**src/rtl/vm1_tve_host.sv**
```systemverilog
// vm1_tve_host: turns single-beat valid/ready commands into vm1 timer (TVE) write strobes and read cycles.
// Optional CSR polling (PGAP state and poll counter) is built only when VM1_TVE_HOST_POLL_EN is defined.
//
// state | meaning
// IDLE  | ready for a command
// WR    | one-cycle *_wr strobe with tve_din driven
// RD    | selected *_oe held for RD_WAIT cycles, tve_dout captured on the last
// CAP   | poll: test captured CSR against mask, count down attempts
// PGAP  | poll: one idle cycle between CSR reads
// RSP   | one-cycle response pulse
module vm1_tve_host #(
   parameter int DW        = 16,
   parameter int RD_WAIT   = 1,
   parameter int POLL_TO_W = 16
) (
   input  logic          tvh_clk,
   input  logic          tvh_reset,
   input  logic          tvh_ena,
   input  logic          req_valid,
   output logic          req_ready,
   input  logic [1:0]    req_op,
   input  logic [1:0]    req_sel,
   input  logic [DW-1:0] req_data,
   input  logic [DW-1:0] req_mask,
   output logic          rsp_valid,
   output logic [DW-1:0] rsp_data,
   output logic          rsp_err,
   output logic [DW-1:0] tve_din,
   input  logic [DW-1:0] tve_dout,
   output logic          tve_csr_oe,
   output logic          tve_lim_oe,
   output logic          tve_cnt_oe,
   output logic          tve_csr_wr,
   output logic          tve_lim_wr
);

   localparam logic [1:0] OP_WR   = 2'b00;
   localparam logic [1:0] OP_POLL = 2'b10;
   localparam logic [1:0] SEL_CSR = 2'd0;
   localparam logic [1:0] SEL_LIM = 2'd1;
   localparam logic [1:0] SEL_CNT = 2'd2;
   localparam logic [2:0] RD_LOAD = 3'(RD_WAIT - 1);

   typedef enum logic [2:0] {
      S_IDLE,
      S_WR,
      S_RD,
      S_CAP,
      S_RSP
`ifdef VM1_TVE_HOST_POLL_EN
      , S_PGAP
`endif
   } state_t;

   state_t     state, state_nx;
   logic [1:0] sel_q;
   logic [2:0] rd_cnt;
   logic       cmd_bad;

`ifdef VM1_TVE_HOST_POLL_EN
   localparam logic [POLL_TO_W-1:0] POLL_ONE = POLL_TO_W'(1);
   logic                 is_poll;
   logic [DW-1:0]        mask_q;
   logic [POLL_TO_W-1:0] poll_cnt;
   logic                 poll_hit;
   assign poll_hit = (rsp_data & mask_q) != '0;
`else
   localparam int unused_poll_to_w = POLL_TO_W;
   logic unused_mask;
   assign unused_mask = ^req_mask;
`endif

   always_comb begin
      cmd_bad = (req_op == 2'b11) || (req_sel == 2'b11) ||
                (req_op == OP_WR && req_sel == SEL_CNT);
`ifdef VM1_TVE_HOST_POLL_EN
      if (req_op == OP_POLL && req_sel != SEL_CSR) cmd_bad = 1'b1;
`else
      if (req_op == OP_POLL) cmd_bad = 1'b1;
`endif
   end

   always_ff @(posedge tvh_clk or posedge tvh_reset) begin
      if (tvh_reset)    state <= S_IDLE;
      else if (tvh_ena) state <= state_nx;
   end

   always_comb begin
      state_nx = state;
      case (state)
         S_IDLE: if (req_valid) state_nx = cmd_bad ? S_RSP : (req_op == OP_WR ? S_WR : S_RD);
         S_WR:   state_nx = S_RSP;
`ifdef VM1_TVE_HOST_POLL_EN
         S_RD:   if (rd_cnt == 3'd0) state_nx = is_poll ? S_CAP : S_RSP;
         S_CAP:  state_nx = (poll_hit || poll_cnt == POLL_ONE) ? S_RSP : S_PGAP;
         S_PGAP: state_nx = S_RD;
`else
         S_RD:   if (rd_cnt == 3'd0) state_nx = S_RSP;
`endif
         S_RSP:  state_nx = S_IDLE;
         default: state_nx = S_IDLE;
      endcase
   end

   // Command fields are latched at accept; tve_din only changes on an accepted write.
   always_ff @(posedge tvh_clk or posedge tvh_reset) begin
      if (tvh_reset) begin
         sel_q    <= '0;
         rd_cnt   <= '0;
         tve_din  <= '0;
         rsp_data <= '0;
         rsp_err  <= 1'b0;
`ifdef VM1_TVE_HOST_POLL_EN
         is_poll  <= 1'b0;
         mask_q   <= '0;
         poll_cnt <= '0;
`endif
      end else if (tvh_ena) begin
         case (state)
            S_IDLE: if (req_valid) begin
               sel_q  <= req_sel;
               rd_cnt <= RD_LOAD;
`ifdef VM1_TVE_HOST_POLL_EN
               is_poll  <= (req_op == OP_POLL);
               mask_q   <= req_mask;
               poll_cnt <= '1;
`endif
               if (cmd_bad) begin
                  rsp_data <= '0;
                  rsp_err  <= 1'b1;
               end else if (req_op == OP_WR) begin
                  tve_din <= req_data;
               end
            end
            S_WR: begin
               rsp_data <= tve_din;
               rsp_err  <= 1'b0;
            end
            S_RD: begin
               if (rd_cnt != 3'd0) begin
                  rd_cnt <= rd_cnt - 3'd1;
               end else begin
                  rsp_data <= tve_dout;
                  rsp_err  <= 1'b0;
               end
            end
`ifdef VM1_TVE_HOST_POLL_EN
            S_CAP: if (!poll_hit) begin
               poll_cnt <= poll_cnt - POLL_ONE;
               if (poll_cnt == POLL_ONE) rsp_err <= 1'b1;
            end
            S_PGAP: rd_cnt <= RD_LOAD;
`endif
            default: ;
         endcase
      end
   end

   // All pulses are gated by tvh_ena so a stalled cycle never issues a strobe.
   always_comb begin
      req_ready  = tvh_ena && (state == S_IDLE);
      rsp_valid  = tvh_ena && (state == S_RSP);
      tve_csr_wr = tvh_ena && (state == S_WR) && (sel_q == SEL_CSR);
      tve_lim_wr = tvh_ena && (state == S_WR) && (sel_q == SEL_LIM);
      tve_csr_oe = tvh_ena && (state == S_RD) && (sel_q == SEL_CSR);
      tve_lim_oe = tvh_ena && (state == S_RD) && (sel_q == SEL_LIM);
      tve_cnt_oe = tvh_ena && (state == S_RD) && (sel_q == SEL_CNT);
   end

endmodule
```
**config.mk**
```make
export PLATFORM = sky130hd
export DESIGN_NAME = vm1_tve_host
export DESIGN_NICKNAME = d
export VERILOG_FILES = /design/src/rtl/vm1_tve_host.sv
export SDC_FILE = /design/constraint.sdc
export NUM_CORES = 1
export LEC_CHECK = 0
export CAP_MARGIN = 0
export CELL_PAD_IN_SITES_DETAIL_PLACEMENT = 1
export CELL_PAD_IN_SITES_GLOBAL_PLACEMENT = 1
export CORE_ASPECT_RATIO = 0.9
export CORE_MARGIN = 3
export CORE_UTILIZATION = 34
export DETAILED_ROUTE_END_ITERATION = 10
export GPL_TIMING_DRIVEN = 1
export PLACE_DENSITY_LB_ADDON = 0.1
export SLEW_MARGIN = 5
export SYNTH_ARGS = -nofsm -noshare
export SYNTH_HDL_FRONTEND = slang
export SYNTH_SLANG_ARGS = --single-unit
```
**constraint.sdc**
```tcl
create_clock -name tvh_clk -period 5.3 [get_ports tvh_clk]
set_input_delay 0.53 -clock tvh_clk [delete_from_list [all_inputs] [get_ports tvh_clk]]
set_output_delay 0.53 -clock tvh_clk [all_outputs]
set_load 0.005 [all_outputs]
```
# ---- Yosys cells after proc, flatten, opt, wreduce, memory -nomap -nowiden
# Cells that the tools add are included.
dict set report classes {
  eq_ne 14
  mux 17
  n_addsub 1
  n_bitwise 1
  reduce_logical 24
}
# op count
set op_table {}
lappend op_table {{$mux 16} 3}
lappend op_table {{$pmux 16 s3} 1}
lappend op_table {{$mux 3} 5}
lappend op_table {{$eq 2x2->1 const B} 5}
lappend op_table {{$logic_and 1x1->1} 10}
lappend op_table {{$ne 2x2->1 const B} 5}
lappend op_table {{$reduce_and 5->1} 2}
lappend op_table {{$pmux 3 s3} 1}
lappend op_table {{$logic_not 3->1} 2}
lappend op_table {{$pmux 3 s2} 1}
lappend op_table {{$reduce_and 3->1} 2}
lappend op_table {{$reduce_bool 3->1} 2}
lappend op_table {{$logic_not 2->1} 2}
lappend op_table {{$mux 1} 4}
lappend op_table {{$reduce_and 4->1} 1}
lappend op_table {{$eq 3x1->1 const B} 1}
lappend op_table {{$eq 3x2->1 const B} 1}
lappend op_table {{$eq 3x3->1 const B} 1}
lappend op_table {{$pmux 1 s3} 1}
lappend op_table {{$sub 3x1->3 const B} 1}
lappend op_table {{$eq 2x1->1 const B} 1}
lappend op_table {{$logic_or 1x1->1} 2}
lappend op_table {{$mux 2} 1}
lappend op_table {{$reduce_bool 2->1} 1}
lappend op_table {{$not 1->1} 1}
dict set report word_totals {
  ff_bits 41
  elab_cells 63
  inputBits 56
  out_inout_bits 40
}

# ---- Logic depth before layout (Yosys ltp)
# Gate-level depths: netlist of the first run.
dict set report depth {
  word_depth 7
  ltp_mapped 8
  ltp_nobuf 7
}

# ---- Worst setup path before layout of the first run
# Ideal clock, no wire load.
dict set report synth_path {
  kind {register to register}
  start {register state[2]}
  end {register tve_din[0]}
  setup_slack_ns 3.304
  t_required_ns 5.175
  stages_incl_launch_ff 8
  period_less_slack_ns 1.996
  n_path_buf 3
  arrival_time_ns 1.871
  setup_time_ns 0.125
  path_cell_list {dfrtp_1 buf_6 nor4b_4 nand2_2 or4_4 buf_6 buf_12 mux2_4}
}
dict set report synth_between {
  elab_chain_len 2
}
# element line
set synth_lines {}
lappend synth_lines {{start: declaration} 55} ;# state_t state, state_nx;
lappend synth_lines {{start signal: assignment} 85} ;# else if (tvh_ena) state <= state_nx;
lappend synth_lines {{$logic_not 3->1} 119} ;# case (state)
lappend synth_lines {{$reduce_and 5->1 (no line)} -}
lappend synth_lines {{end signal: assignment} 132} ;# tve_din <= req_data;
lappend synth_lines {{end: declaration} 28} ;# output logic [DW-1:0] tve_din,
# No other way between the ends.
# A chain may end at the register's enable or synchronous reset.

# ---- Worst setup path in the final report of the first run
dict set report layout_path {
  start {input port tvh_ena}
  end {output port tve_cnt_oe}
}
dict set report layout_between {
  elab_chain_len 2
}
# element line
set layout_lines {}
lappend layout_lines {{start: declaration} 18} ;# input logic tvh_ena,
lappend layout_lines {{$logic_and 1x1->1 (2 in series)} 167} ;# tve_cnt_oe = tvh_ena && (state == S_RD) && (sel_q == SEL_CNT);
lappend layout_lines {{end: declaration} 32} ;# output logic tve_cnt_oe,
# No other way between the ends.

==> metrics.yaml, run 1 <==
min_period_ps: 2726
cp_cell_sequence: "clkdlybuf4s50_1 > nor2b_1 > nand3_1 > nor3b_1 > clkdlybuf4s50_1"
synth.distinct_cells: 32
p_int_w: 0.0008454
cp-start-kind: "input port"
drive_gt1_share_pct: 22.00
die_h_microns: 80.33
final_nets: 307
drt_first_pass_iters: 4
cpMaxStageDelayCell: "clkdlybuf4s50_1"
crit_path_end_kind: "output port"
num_rows: 26
clock_sinks: 41
fin_ws_ps: 2574
drtIter0Drc: 83
fin_setup_tns_ps: 0
grt_pass1_wl_mm: 8.832
syn_avg_cell_area_sq_um: 12.20
clockBufferDepth: 2
ys_top_cells_by_area: "dfrtp_1 (49%), mux2_2 (16%), mux2_4 (7.2%)"
synth_ff_type: "dfrtp_1"
num_antenna_cells: 0
max_freq_mhz: 366.9
cp_top_family: "buffers and inverters"
critPathMaxStageDelay_ps: 570
synthCells: 171
routed-via-count: 1594
yosys_register_bits: 41
hold_buffers: 0
ys_async_sr_fraction_pct: 100.0
core_sq_mm: 0.005823
routed_via_density: 4.981
critical_path.max_fanout: 6
regToRegSetupSlack_ps: 2630
ctsResizeCount: 0
port_buffers: 79
yosysWarnings: 0
drtAntennaViolNets: 0
grt_start_max_net_pins: 42
fp.dieW_microns: 88.59
synth_seq_area_share_pct: 49.16
switching_share_pct: 29.88
multi_input_area_sq_um: 947.2
dieArea_sq_mm: 0.007116
worst-path-stages: 5
antenna_found_initial: 0
yosysTopAreaCellShare_pct: 49.16
htreeDepth: 2
overflow: 0
register_area_sq_mm: 0.001026
postCtsSetupRepairBufs: 0
r2r_cells: 5
cp.required_ps: 4770
slew_headroom_pct: 39.04
hpwl_mm: 3.893
cts_root_buf: "clkbuf_8"
cp_num_buf_inv: 2
hold_viol: 0
cts_buffers: 5
seq_power_share_pct: 42.2
fin_crit_sh_pct: 51.43
ios: 96
power_leakage_nw: 1.314
whs_path_depth: 1
finalClockSkew_ps: 10.02
synth_edf_count: 0
routedWlPerCell_microns: 16.34
grt_setup_unrepaired: "no"
p_comb_share_pct: 36.7
vdd_drop_max_mv: 0.2382
crit_top_cell: "clkdlybuf4s50_1"
syn_area_sq_mm: 0.002087
switchingPower_w: 0.0003601
cap_viol_max_count: 0
routed_wl_mm: 5.230
insertion_delay_ps: 300
gp_congestion: 0.6963
dpl_worst_slack_ps: 2452
clk_pin_slew_worst_paths_ps: 80
hold_class: "reg2reg"
area_delta_synth_final_pct: 44.48
route.detailed.drc: 0
tritoncts: "built"
status: "finished, final reports clean"
p_clk_share_pct: 21.1
slew_violations: 0
grt_usage_pct: 16.13
worst_pin_slew_ps: 914.4
start_util_pct: 35.84
grt_pass1_vias: 1662
setup_viol: 0
power_density_mw_per_mm2: 399.8
worstSetupPathType: "in2out"
cp_data_arrival_time_ps: 2200
nFillCells: 617
synth_largest_area_cell: "dfrtp_1"
syn_nets: 229
==> registers in the layout, indices dropped and copies added, names as in the netlist <==
register / count
rsp_data: 16
tve_din: 16
rd_cnt: 3
state: 3
sel_q: 2
rsp_err: 1
==> cells by family after synthesis <==
logic type / share of synthesized area (%)
muxes: 23.32
DFF: 49.16
and+or+nand+nor: 11.39
buffers and inverters: 5.456
AOI/OAI and AO/OA: 9.472
adders and majority gates: 1.199
==> cell usage in the layout (no fill, tap or decap), types with 3 or more instances in the layout <==
master / n
dfrtp_1: 41
mux2_4: 10
a22oi_1: 16
buf_4: 4
nor3_1: 5
inv_1: 5
clkbuf_8: 5
nand2b_1: 3
clkdlybuf4s50_1: 79
mux2_2: 29
nor2_1: 20
nor2b_1: 4
==> stage by stage <==
stage          hold slack [ps]  cells  util (%)  power [W]  area, sq um
5_1_grt                  533.2    320     51.78   0.001295         3015
3_5_place_dp             494.1    312     49.87  0.0009656         2904
6_report                 510.5    320     51.78   0.001206         3015
4_1_cts                  513.1    320     51.78   0.001224         3015
2_1_floorplan            479.3    171         -  0.0007183         2087
3_3_place_gp             489.4    312     49.87  0.0009559         2904
==> cells in the mapped netlist, types with 2 or more instances <==
cell type / n
nand2b_1: 3
nor3_1: 5
nor2_1: 20
nor2b_1: 4
ha_1: 2
nor3b_1: 2
dfrtp_1: 41
mux2_2: 29
nand3_1: 2
buf_6: 4
a211oi_2: 2
clkbuf_1: 7
nand2_1: 2
a22oi_1: 16
mux2_4: 10
inv_1: 6
==> layout make-up <==
class | instances | share of cell area, %
Clock inverter | 2 | 1.286
Multi-Input combinational cell | 112 | 31.41
Sequential cell | 41 | 34.02
Inverter | 6 | 0.7469
Tap cell | 70 | 2.905
Timing Repair Buffer | 83 | 27.22
Clock buffer | 6 | 2.407
==> routing by layer <==
layer	global-route usage [%]	vias to the layer above	wire, microns
met5	0	-	0
met4	3.172	0	29
met3	4.308	4	274
met2	25.56	45	2494
met1	22.18	781	2432
li1	-	764	-
==> path summary, 6_finish.rpt <==
path | to | from
worst max-delay path | tve_cnt_oe | tvh_ena
worst min-delay path | rd_cnt[1] | rd_cnt[1]
worst max register to register | rsp_data[12] | state[2]
worst min register to register | rd_cnt[1] | rd_cnt[1]
max in group asynchronous | state[0] | tvh_reset
min in group asynchronous | rsp_data[7] | tvh_reset
==> power groups by stage <==
stage          registers [W]  clock network, W  logic (W)
5_1_grt             0.000530          0.000277   0.000488
6_report            0.000508          0.000255   0.000442
3_5_place_dp        0.000517                 0   0.000449
4_1_cts             0.000511          0.000261   0.000452
2_1_floorplan       0.000479                 0   0.000239
3_3_place_gp        0.000514                 0   0.000442
Power figures use the tool's default switching activity.
==> inputs of run 2 (changes only) <==
Settings changed: CORE_UTILIZATION 34 to 31.
Clock period 5.3 ns to 2.8 ns, I/O delays scaled along.
==> run 2 against run 1 <==
Combinational power grew 96%; register-to-register slack lost 2000 ps; clock skew shrank 5.0 ps; routed wire length grew 7.0%; worst setup slack lost 2000 ps; first-iteration DRC count shrank 31%; clock-buffer cell count grew 1; clock power grew 69%; critical endpoint unchanged; highest routed layer unchanged.
==> metrics.yaml, run 2 (synthesized netlist as in run 1, its figures left out) <==
clk_pin_slew_worst_paths_ps: 80
postPlaceCellArea_sq_mm: 0.002933
fp.dieW_microns: 92.49
final_cell_mix: "clkdlybuf4s50_1 (79), dfrtp_1 (41), mux2_2 (29)"
ios: 96
cp_cell_sequence: "nor2b_1 > nand3_1 > nor3b_1 > clkdlybuf4s50_1"
register_area_sq_mm: 0.001026
route.detailed.drc: 0
fin_setup_tns_ps: 0
hold_viol: 0
final_nets: 308
fin_area_sq_mm: 0.003034
cp_data_arrival_time_ps: 1970
antenna_found_initial: 0
slew_headroom_pct: 63.47
max_freq_mhz: 445.4
grt_setup_unrepaired: "no"
setup_viol: 0
tritoncts: "built"
grt_pass1_vias: 1802
overflow: 0
cp_top_family: "simple AND/OR/NAND/NOR gates"
cp-start-kind: "flop"
grt_start_max_net_pins: 42
cts_buffers: 5
multi_input_area_sq_um: 947.2
critPathMaxStageDelay_ps: 560
min_period_ps: 2245
hpwl_mm: 3.967
core_sq_mm: 0.006317
drive_gt1_share_pct: 22.71
grt_pass1_wl_mm: 9.356
critical_path.max_fanout: 14
drtIter0Drc: 57
largestRegisters: "rsp_data: 16 flops, tve_din: 16 flops"
insertion_delay_ps: 290
routed-via-count: 1634
drtAntennaViolNets: 0
vdd_drop_max_mv: 0.4026
final_common_cell: "clkdlybuf4s50_1"
fin_crit_sh_pct: 80.19
postCtsSetupRepairBufs: 0
worst-path-stages: 4
cp.required_ps: 2520
routed_via_density: 4.834
worst_pin_slew_ps: 547.9
cpMaxStageDelayCell: "dfrtp_1"
cts_root_buf: "clkbuf_8"
dieArea_sq_mm: 0.007754
ctsResizeCount: 0
nFillCells: 690
r2r_cells: 4
power_density_mw_per_mm2: 738.1
hold_class: "in2async"
clockBufferDepth: 2
area_delta_synth_final_pct: 45.38
die_h_microns: 83.84
routedWlPerCell_microns: 16.55
status: "finished, final reports clean"
htreeDepth: 2
power_w: 0.002240
clock_sinks: 41
cap_viol_max_count: 0
routed_wl_mm: 5.594
num_antenna_cells: 0
start_util_pct: 33.04
cp_num_buf_inv: 1
drt_first_pass_iters: 4
num_rows: 27
power_leakage_nw: 1.322
port_buffers: 79
slew_violations: 0
worstSetupPathType: "reg2out"
crit_path_end_kind: "output port"
grt_usage_pct: 15.43
hold_buffers: 0
gp_congestion: 0.6950
finalClockSkew_ps: 5.034
==> run 2: stage by stage <==
stage / cells / hold WS, ps / util [%] / setup WS (ps)
after floorplan: 171 / 379.0 / - / 804.2
after global placement: 330 / 489.1 / 46.43 / 454.4
after detailed placement: 330 / 495.6 / 46.43 / 428.4
after CTS: 338 / 445.3 / 48.03 / 516.0
after global routing: 338 / 491.7 / 48.03 / 380.2
final: 338 / 424.3 / 48.03 / 554.6
==> run 2: area by class of cell <==
type                       instances  area share (%)
sequential                        41           33.81
multi-input combinational        112           31.22
timing repair buffer              84           27.30
tap                               87           3.588
clock buffer                       7           3.175
inverter                           6          0.7423
clock inverter                     1          0.1649
==> run 2: path summary, 6_finish.rpt <==
path	slack [ps]	end	from
min in group tvh_clk	510	rd_cnt[1]	rd_cnt[1]
max	550	tve_cnt_oe	state[0]
min	420	tve_din[7]	tvh_reset
max in group asynchronous	2000	tve_din[0]	tvh_reset
max reg2reg	650	tve_din[3]	state[1]
min reg2reg	510	rd_cnt[1]	rd_cnt[1]
==> run 2: routing by layer <==
metal / routed length (microns) / global-route usage [%] / share of wire (%)
met5: 0 / 0 / 0
met4: 64 / 4.453 / 1.1
met3: 374 / 5.681 / 6.7
met2: 2714 / 25.63 / 49
met1: 2441 / 18.65 / 44
==> run 2: worst register-to-register path: cells and delay by family (launching register included) <==
kind             cells  cell delay, ps
and+or+nand+nor      3            1100
muxes                1             360
DFF                  1             580
==> run 2: report_power, final <==
group	internal (W)	switching [W]	leakage, nW
sequential	0.000769	0.000172	0.537
clock	0.000223	0.000207	0.0542
combinational	0.000569	0.000299	0.731
total	0.00156	0.000678	1.32
==> inputs of run 3 (changes only) <==
Settings changed: CORE_UTILIZATION 31 to 28.
Clock period 2.8 ns to 1.85 ns, I/O delays scaled along.
==> run 3 against run 2 <==
The flow now finishes with violations (setup timing); clock power increased by 78%; worst setup slack got worse by 740 ps; critical path depth increased by 1; first-iteration DRC count decreased by 37%; die area increased by 10%.
==> metrics.yaml, run 3 (synthesized netlist as in run 1, its figures left out) <==
drt_first_pass_iters: 3
htreeDepth: 2
final_cell_mix: "clkdlybuf4s50_1 (72), dfrtp_1 (38), buf_4 (28)"
routed_wl_mm: 6.461
crit_path_end_kind: "flop"
max_freq_mhz: 491.9
final_common_cell: "clkdlybuf4s50_1"
violations: "setup timing"
num_rows: 29
vdd_drop_max_mv: 0.4587
grt_pass1_wl_mm: 10.28
worstSetupPathType: "reg2reg"
grt_setup_unrepaired: "yes"
tritoncts: "built"
overflow: 0
clk_pin_slew_worst_paths_ps: 80
power_density_mw_per_mm2: 1126
setup_viol: 33
clockBufferDepth: 2
routed-via-count: 1750
insertion_delay_ps: 290
hold_buffers: 0
port_buffers: 79
fp.dieW_microns: 97.01
drtIter0Drc: 36
cap_viol_max_count: 0
critical_path.max_fanout: 8
status: "complete, but fails checks"
fin_util_pct: 48.59
antenna_found_initial: 0
clock_sinks: 41
grt_usage_pct: 15.28
route.detailed.drc: 0
grt_start_max_net_pins: 42
routed_via_density: 4.679
largestRegisters: "rsp_data: 16 flops, tve_din: 16 flops"
power_leakage_nw: 1.551
cts_buffers: 5
regToRegSetupSlack_ps: -180
grt_pass1_vias: 1969
ios: 96
drive_gt1_share_pct: 37.01
die_h_microns: 87.91
hold_viol: 0
gp_congestion: 0.7634
min_period_ps: 2033
core_sq_mm: 0.007148
routedWlPerCell_microns: 17.28
num_antenna_cells: 0
hpwl_mm: 4.287
drtAntennaViolNets: 0
fin_setup_tns_ps: -3128
final_nets: 338
cts_root_buf: "clkbuf_8"
hold_class: "in2async"
fin_ws_ps: -183.1
cp_data_arrival_time_ps: 2220
dieArea_sq_mm: 0.008527
power_w: 0.003911
cp-start-kind: "flop"
area_delta_synth_final_pct: 66.43
start_util_pct: 29.20
finalClockSkew_ps: 6.525
slew_violations: 0
slew_headroom_pct: 63.34
cp.required_ps: 2030
fin_crit_sh_pct: 109.9
worst_pin_slew_ps: 549.9
## run 3: power breakdown
| group | switching [W] | total (W) | internal, W |
|---|---|---|---|
| sequential | 0.000243 | 0.00141 | 0.00117 |
| combinational | 0.000624 | 0.00173 | 0.00111 |
| clock | 0.000324 | 0.000765 | 0.000441 |
| total | 0.00119 | 0.00391 | 0.00272 |
## run 3: per-layer routing
metal / global-route usage [%] / part of all wire, %
met1: 19.49 / 46
met2: 25.88 / 49
met3: 4.061 / 4.4
met4: 4.337 / 1.4
met5: 0 / 0
## run 3: final cells by class
| type | instances | area [sq um] |
|---|---|---|
| Inverter | 6 | 22.52 |
| Sequential cell | 41 | 1030 |
| Timing Repair Buffer | 113 | 1069 |
| Fill cell | 754 | 3675 |
| Tap cell | 93 | 116.4 |
| Multi-Input combinational cell | 113 | 1120 |
| Clock buffer | 7 | 86.33 |
| Clock inverter | 1 | 30.03 |
## run 3: final timing paths
check                                  from          end  cells after the start
worst max-delay path               state[0]   tve_din[7]                      5
worst min register to register  rsp_data[3]  rsp_data[3]                      1
worst min-delay path              tvh_reset  tve_din[13]                      3
min in group tvh_clk            req_data[0]   tve_din[0]                      2
worst max register to register     state[0]   tve_din[7]                      5
max in group asynchronous         tvh_reset     state[2]                      3
## run 3: repair_timing
item | CTS | global route
hold endpoints to repair | 0 | 0
pin swaps | 3 | 7
buffers inserted | 5 | 6
resized for setup | 29 | 15
setup endpoints to repair | 39 | 37
gates cloned | 2 | 0
## run 3: worst max-delay path: stages (launching register included)
cell	delay [ps]
dfrtp_2	420
buf_6	130
nor4b_4	260
nand2_2	150
or4_4	620
mux2_4	330
## run 3: through the flow
stage	hold WS (ps)	cell area, sq um	cells	setup slack, ps
6_report	324.9	3473	374	-183.1
5_1_grt	372.0	3473	374	-224.3
4_1_cts	353.8	3405	370	-180.1
3_5_place_dp	493.5	3167	355	-294.7
3_3_place_gp	488.1	3167	355	-257.8
2_1_floorplan	284.0	2158	171	-87.34
